==> config.mk <==
export PLATFORM = sky130hd
export DESIGN_NAME = pll_reset_sequencer
export DESIGN_NICKNAME = d
export VERILOG_FILES = /design/src/rtl/pll_reset_sequencer.sv
export SDC_FILE = /design/constraint.sdc
export NUM_CORES = 1
export LEC_CHECK = 0
export CAP_MARGIN = 20
export CORE_UTILIZATION = 30
export DETAILED_ROUTE_END_ITERATION = 8
export SYNTH_ARGS = -nofsm -noshare
export SYNTH_HDL_FRONTEND = slang
export SYNTH_SLANG_ARGS = --single-unit
==> constraint.sdc <==
create_clock -name clock -period 2.9 [get_ports clock]
set_clock_uncertainty 0.2 [all_clocks]
set_input_delay 0.725 -clock clock [delete_from_list [all_inputs] [get_ports clock]]
set_output_delay 0.725 -clock clock [all_outputs]
set_load 0.005 [all_outputs]
==> src/rtl/pll_reset_sequencer.sv <==
// pll_reset_sequencer
// Brings a clock domain out of reset behind a PLL. The raw lock is first
// synchronized. It must then stay high for a qualification window. After that,
// sys_reset is held for a fixed number of cycles before the domain runs.
// Losing lock at any point sends the block back to waiting. Lock losses seen
// while running are counted, and the count saturates.
module pll_reset_sequencer #(
   parameter int SYNC_STAGES        = 2,
   parameter int LOCK_STABLE_CYCLES = 1024,
   parameter int RESET_HOLD_CYCLES  = 16
) (
   input  logic       clock,
   input  logic       reset,
   input  logic       lock,
   input  logic       soft_rst,
   output logic       sys_reset,
   output logic       ready,
   output logic [1:0] state,
   output logic [7:0] lock_lost_count
);

   // One counter serves both the qualification window and the reset hold.
   localparam int CNT_MAX = (LOCK_STABLE_CYCLES > RESET_HOLD_CYCLES) ?
                            LOCK_STABLE_CYCLES : RESET_HOLD_CYCLES;
   localparam int CNT_W   = $clog2(CNT_MAX + 1);

   localparam logic [CNT_W-1:0] STAB_LAST = CNT_W'(LOCK_STABLE_CYCLES - 1);
   localparam logic [CNT_W-1:0] HOLD_LAST = CNT_W'(RESET_HOLD_CYCLES - 1);
   localparam logic [CNT_W-1:0] CNT_ONE   = CNT_W'(1);

   localparam logic [1:0] ST_WAIT_LOCK = 2'd0;
   localparam logic [1:0] ST_STABILIZE = 2'd1;
   localparam logic [1:0] ST_HOLD      = 2'd2;
   localparam logic [1:0] ST_RUN       = 2'd3;

   logic [SYNC_STAGES-1:0] sync_q;
   logic                   lock_sync;

   logic [1:0]       state_q, state_d;
   logic [CNT_W-1:0] cnt_q,   cnt_d;
   logic [7:0]       lost_q,  lost_d;

   // Lock synchronizer: a plain flop chain with no logic between the stages.
   always_ff @(posedge clock or posedge reset) begin
      if (reset) begin
         sync_q <= '0;
      end else begin
         // NOTE: non-blocking assignment keeps each stage sampling the
         // pre-edge value of the previous one; blocking would collapse the chain.
         sync_q <= {sync_q[SYNC_STAGES-2:0], lock};
      end
   end

   assign lock_sync = sync_q[SYNC_STAGES-1];

   // Next-state logic. A lock loss always wins over soft_rst.
   always_comb begin
      // NOTE: every output gets a default first, so no path leaves one
      // unassigned and no latch is inferred.
      state_d = state_q;
      cnt_d   = cnt_q;
      lost_d  = lost_q;

      case (state_q)
         ST_WAIT_LOCK: begin
            if (lock_sync) begin
               state_d = ST_STABILIZE;
               cnt_d   = '0;
            end
         end

         ST_STABILIZE: begin
            if (!lock_sync) begin
               state_d = ST_WAIT_LOCK;
            end else if (cnt_q == STAB_LAST) begin
               state_d = ST_HOLD;
               cnt_d   = '0;
            end else begin
               cnt_d = cnt_q + CNT_ONE;
            end
         end

         ST_HOLD: begin
            if (!lock_sync) begin
               state_d = ST_WAIT_LOCK;
            end else if (soft_rst) begin
               cnt_d = '0;
            end else if (cnt_q == HOLD_LAST) begin
               state_d = ST_RUN;
            end else begin
               cnt_d = cnt_q + CNT_ONE;
            end
         end

         ST_RUN: begin
            if (!lock_sync) begin
               state_d = ST_WAIT_LOCK;
               if (lost_q != 8'hFF) begin
                  lost_d = lost_q + 8'd1;
               end
            end else if (soft_rst) begin
               state_d = ST_HOLD;
               cnt_d   = '0;
            end
         end

         default: begin
            state_d = ST_WAIT_LOCK;
         end
      endcase
   end

   // State, counter and lock-loss counter registers.
   always_ff @(posedge clock or posedge reset) begin
      if (reset) begin
         state_q <= ST_WAIT_LOCK;
         cnt_q   <= '0;
         lost_q  <= '0;
      end else begin
         state_q <= state_d;
         cnt_q   <= cnt_d;
         lost_q  <= lost_d;
      end
   end

   // The outputs are decoded from the state register only, so no input
   // reaches sys_reset or ready combinationally.
   assign sys_reset       = (state_q != ST_RUN);
   assign ready           = (state_q == ST_RUN);
   assign state           = state_q;
   assign lock_lost_count = lost_q;

endmodule

Yosys cells after proc, flatten, opt, wreduce, memory -nomap -nowiden
Index checks and enable logic that the tools add are counted.

storage, ports and cells
  flip-flop bits (word level) = 23
  word-level logic and storage cells = 46

operators by class
  $add $sub $neg = 2
  equal/unequal tests = 17
  multiplexer cells = 18
  bitwise logic cells = 1
  reduce and logical (&&, ||, !) cells = 4

operators by type and width
  operator                 count
  $mux W11                 8
  $pmux W11 S4             1
  $mux W2                  8
  $ne A3 B3 Y1 const B     5
  $add A11 B1 Y11 const B  1
  $eq A11 B10 Y1 const B   1
  $eq A11 B4 Y1 const B    1
  $ne A2 B2 Y1 const B     5
  $add A8 B1 Y8 const B    1
  $ne A8 B8 Y1 const B     1
  $pmux W2 S4              1
  $reduce_and A6 Y1        1
  $reduce_and A5 Y1        1
  $eq A2 B2 Y1 const B     2
  $reduce_and A3 Y1        1
  $eq A2 B1 Y1 const B     1
  $logic_not A2 Y1         1
  $ne A2 B1 Y1 const B     1
  $not A1 Y1               1

Depth between registers and ports, before layout
Gate-level depths: netlist (run 1).

  word-level depth = 5
  gate-level depth with buffers = 7
  depth with buffers taken out = 7

Least setup slack after synthesis (run 1)
No wires, ideal clock.

  path type = register to register
  start = register state_q[1], in the netlist state[1]
  end = register cnt_q[9]
  library setup time = 0.126 ns
  arrival time = 1.936 ns
  required time = 2.574 ns
  slack = 0.638 ns
  cell stages (with the launch flop) = 6
  path buffers = 1
  cell sequence = dfrtp_1 -> ha_1 -> or4_4 -> o2bb2ai_4 -> buf_2 -> a221o_1

on the way
  cells in the longest elaborated chain, start to end = 3
  elaborated cells between the ends (all ways) = 12
  those cells by class = eq/ne: 9; mux: 1; reduce/logical: 2

RTL lines
  what                                                                  RTL line  source
  start: declaration                                                    39        logic [1:0] state_q, state_d;
  start signal: assignment                                              120       state_q <= state_d;
  $eq A2 B2 Y1 *                                                        -
  via ready                                                             17        output logic ready,
  $ne A2 B1 Y1 (no source line) / $ne A2 B2 Y1 (equally long branches)  -
  $reduce_and A6 Y1 (no source line)                                    -
  end signal: assignment                                                121       cnt_q <= cnt_d;
  end: declaration                                                      40        logic [CNT_W-1:0] cnt_q, cnt_d;

Mark *: on every way through the listed nets, which the timed path passes. The rest lies on a longest branch.
A chain may end at the register's enable or synchronous reset.

Worst setup path in the final report (run 1)
  start = register state_q[1], in the netlist state[1]
  end = output port sys_reset

on the way
  cells in the longest elaborated chain, start to end = 1

RTL lines
  what              RTL line  source
  $ne A2 B2 Y1      128       assign sys_reset = (state_q != ST_RUN);
  end: declaration  16        output logic sys_reset,

Every way passes these cells.

==> results of run 1 <==
[worst register-to-register path, delay by kind of cell, from the launching register on]
family / cells / cell delay [ps]
compound gates: 2 / 450
fa+ha+maj: 1 / 280
simple gates: 2 / 800
flops: 1 / 450
buf+inv: 1 / 90
[registers in the layout, indices dropped and copies added (netlist names)]
| signal | flops |
|---|---|
| state | 2 |
| sync_q | 2 |
| cnt_q | 11 |
| lock_lost_count | 8 |
[cell families after synthesis]
group	share of synthesized area (%)
compound gates	19.56
xor+xnor	2.560
fa+ha+maj	5.484
buf+inv	3.199
flops	42.05
mux	3.839
simple gates	23.31
[power by group through the flow]
stage / clock (mW) / sequential [mW] / combinational (mW)
3_3_place_gp: 0 / 0.402 / 0.443
5_1_grt: 0.218 / 0.406 / 0.503
2_1_floorplan: 0 / 0.397 / 0.319
4_1_cts: 0.203 / 0.400 / 0.453
6_report: 0.194 / 0.399 / 0.452
3_5_place_dp: 0 / 0.405 / 0.451
[synthesized netlist by cell type, drive strengths merged]
| library cell | instances | area [µm²] |
|---|---|---|
| dfrtp | 23 | 575.6 |
| nand2 | 11 | 41.29 |
| nor2 | 11 | 41.29 |
| o21ai | 10 | 50.04 |
| inv | 9 | 33.78 |
| nand4 | 7 | 50.05 |
| ha | 6 | 75.07 |
| nand3 | 6 | 30.03 |
| a21oi | 5 | 25.02 |
| nand2b | 5 | 31.28 |
| and3 | 4 | 25.02 |
| a221o | 3 | 30.03 |
| a22o | 3 | 26.28 |
| mux2i | 3 | 30.03 |
| nor2b | 3 | 26.27 |
| nor3 | 3 | 15.01 |
| xnor2 | 3 | 26.28 |
| and4 | 2 | 17.52 |
| buf | 2 | 10.01 |
| mux2 | 2 | 22.52 |
| o221ai | 2 | 17.52 |
| o31ai | 2 | 15.01 |
| a21boi | 1 | 11.26 |
| a21o | 1 | 7.510 |
| a22oi | 1 | 7.510 |
| a31oi | 1 | 6.260 |
| nand4b | 1 | 8.760 |
| nor4 | 1 | 6.260 |
| nor4b | 1 | 8.760 |
| o211a | 1 | 10.01 |
| o22ai | 1 | 6.260 |
| o2bb2ai | 1 | 27.53 |
| o41ai | 1 | 27.53 |
| or3 | 1 | 6.260 |
| or4 | 1 | 11.26 |
| xor2 | 1 | 8.760 |
[how the worst min path moves through the flow]
stage | start | end | slack [ps] | cells past startpoint
after floorplan | sync_q[0] | sync_q[1] | 130 | 0
after global placement | sync_q[0] | sync_q[1] | 140 | 0
after detailed placement | sync_q[0] | sync_q[1] | 140 | 0
after CTS | sync_q[0] | sync_q[1] | 160 | 0
after global routing | sync_q[0] | sync_q[1] | 160 | 0
final | sync_q[0] | sync_q[1] | 150 | 0
[routing by layer]
layer  global-route usage, %  routed length [µm]
met4                   2.041                  25
met1                   16.42                1392
met3                   2.616                  82
met2                   19.31                1287
met5                       0                   0
[per-stage QoR]
step | worst slack (ps) | power, mW | hold slack (ps) | cell area (µm²) | utilization (%)
floorplan | 637.8 | 0.7166 | 131.2 | 1369 | -
global placement | 366.9 | 0.8455 | 140.3 | 1582 | 36.07
detailed placement | 283.5 | 0.8562 | 144.9 | 1582 | 36.07
CTS | 324.5 | 1.056 | 155.4 | 1627 | 37.10
global route | 245.8 | 1.126 | 163.0 | 1627 | 37.10
finish | 353.8 | 1.044 | 152.1 | 1627 | 37.10
[cell type report]
class | instances | area [µm²]
Fill cell | 436 | 2758
Tap cell | 52 | 65.06
Sequential cell | 23 | 575.6
Timing Repair Buffer | 16 | 157.7
Clock buffer | 4 | 45.04
Multi-Input combinational cell | 105 | 749.5
Inverter | 9 | 33.78
==> impl_metrics.csv, run 1 <==
group,metric,value,unit
clock_network,ctsResizeCount,0,
setup_path,cp_slowest_cell,"clkdlybuf4s50_1",
synth,yosysUniqueCellTypes,39,
synth,yosysSeqAreaShare,42.05,%
min_path,hold_path_class,"reg -> reg",
layout,syn_to_final_growth,18.83,%
routing,num_vias,1111,
clock_network,clockRootBuffer,"clkbuf_8",
setup_path,reg2reg_slack,560,ps
setup_path,path_depth,3,
floorplanning,pin_count,16,
global_routing,grt_pass1_wl,4.726,mm
setup_path,crit_type,"reg -> out",
synth,netlist_area,1369,µm²
routing,drtAntennaViolNets,0,
clock_network,htree_num_levels,1,
floorplanning,initial_core_util,31.22,%
global_routing,grt-ovfl-total,0,
routing,firstDrtPassIters,4,
routing,drt-initial-drc-count,42,
floorplanning,core.rowCount,24,
pwr,power.switching,0.3754,mW
pwr,swShare,35.95,%
layout,final_common_cell,"dfrtp_1",
setup_path,reg2reg_to,"cnt_q[6]",
layout,antenna_cells,0,
status,run_status,"complete, no violations",
pwr,p_leak,0.6950,nW
setup_path,critPathBufInv,2,
synth,synth_cells,139,
layout,final_cell_mix,"dfrtp_1 (23), clkdlybuf4s50_1 (15), nor2_1 (11), nand2_1 (11), inv_1 (9)",
clock_network,clk_pin_slew,80,ps
routing,vias_per_cell,5.316,
setup_path,worstPathMaxFanout,7,
setup_path,r2r_cells,6,
timing,fin_crit_sh,87.80,%
setup_path,worst_ep_required_time,1980,ps
pwr,power_density,642.1,nW/µm²
pwr,clkPwrFrac,18.6,%
floorplanning,die_w,69.55,µm
timing,setup_tns,0,ps
setup_path,worstSetupStartpointType,"flip-flop",
floorplanning,die-area,4837,µm²
setup_path,cp_top_family,"buffers and inverters",
timing,setup_violations,0,
layout,nNetsFinal,168,
layout,drive_gt1_share,6.369,%
timing,fin_crit,2546,ps
place,dp_hpwl,2.093,mm
clock_network,cts_hold_buf,0,
clock_network,worstSkewPairLatency,260,ps
synth,synth_nets,149,
pwr,seqPwrFrac,38.2,%
synth,synth_seq_cells,23,
floorplanning,fp.dieH,69.55,µm
pwr,combPwrFrac,43.3,%
routing,wl_per_cell,13.34,µm
global_routing,antenna_found_initial,0,
timing,rsz0062_at_grt,"false",
pwr,peakVddDrop,0.0003222,V
routing,drc_errors,0,
setup_path,crit_chain,"ha_1 > inv_1 > clkdlybuf4s50_1",
synth,synth_warnings,0,
clock_network,clockBufferDepth,2,
timing,report.final.slew_viol_count,0,
job,cap_viol_max_count,0,
timing,hold_viol_final,0,
timing,clock.fmax,0.3927,GHz
place,gp_congestion,0.7635,
setup_path,setup.worst_path.start,"state[1]",
setup_path,endpoint,"sys_reset",
floorplanning,coreArea,4384,µm²
layout,fin_cells,209,
clock_network,numCtsBuffers,3,
global_routing,grt_pass1_vias,1035,
global_routing,grt_start_max_net_pins,24,
setup_path,r2r-start,"state[1]",
synth,syn_area_per_cell,9.848,µm²
routing,wl,2.788,mm
setup_path,crit_arrival,1620,ps
place,io_buffers,15,
timing,tightest_slew,478.5,ps
clock_network,cts_num_sinks,23,
clock_network,cts_tree,"built",
clock_network,postCtsSetupRepairBufs,0,
place,place_inst,205,
pwr,p_int,0.6690,mW
global_routing,grt_use_total,11.89,%
timing,relSlewSlack,67.95,%
setup_path,worstSetupEndpointType,"primary output",
setup_path,critPathMaxStageDelay,500,ps
Note: power is estimated with default switching activity, not from simulation.
==> run 2: changes to the inputs <==
--- a/config.mk
+++ b/config.mk
@@ -8,6 +8,7 @@
 export CAP_MARGIN = 20
 export CORE_UTILIZATION = 30
 export DETAILED_ROUTE_END_ITERATION = 8
+export HOLD_SLACK_MARGIN = 0.1
 export SYNTH_ARGS = -nofsm -noshare
 export SYNTH_HDL_FRONTEND = slang
 export SYNTH_SLANG_ARGS = --single-unit
==> results of run 2 <==
The final DEF is identical to that of run 1; final timing and power are the same.
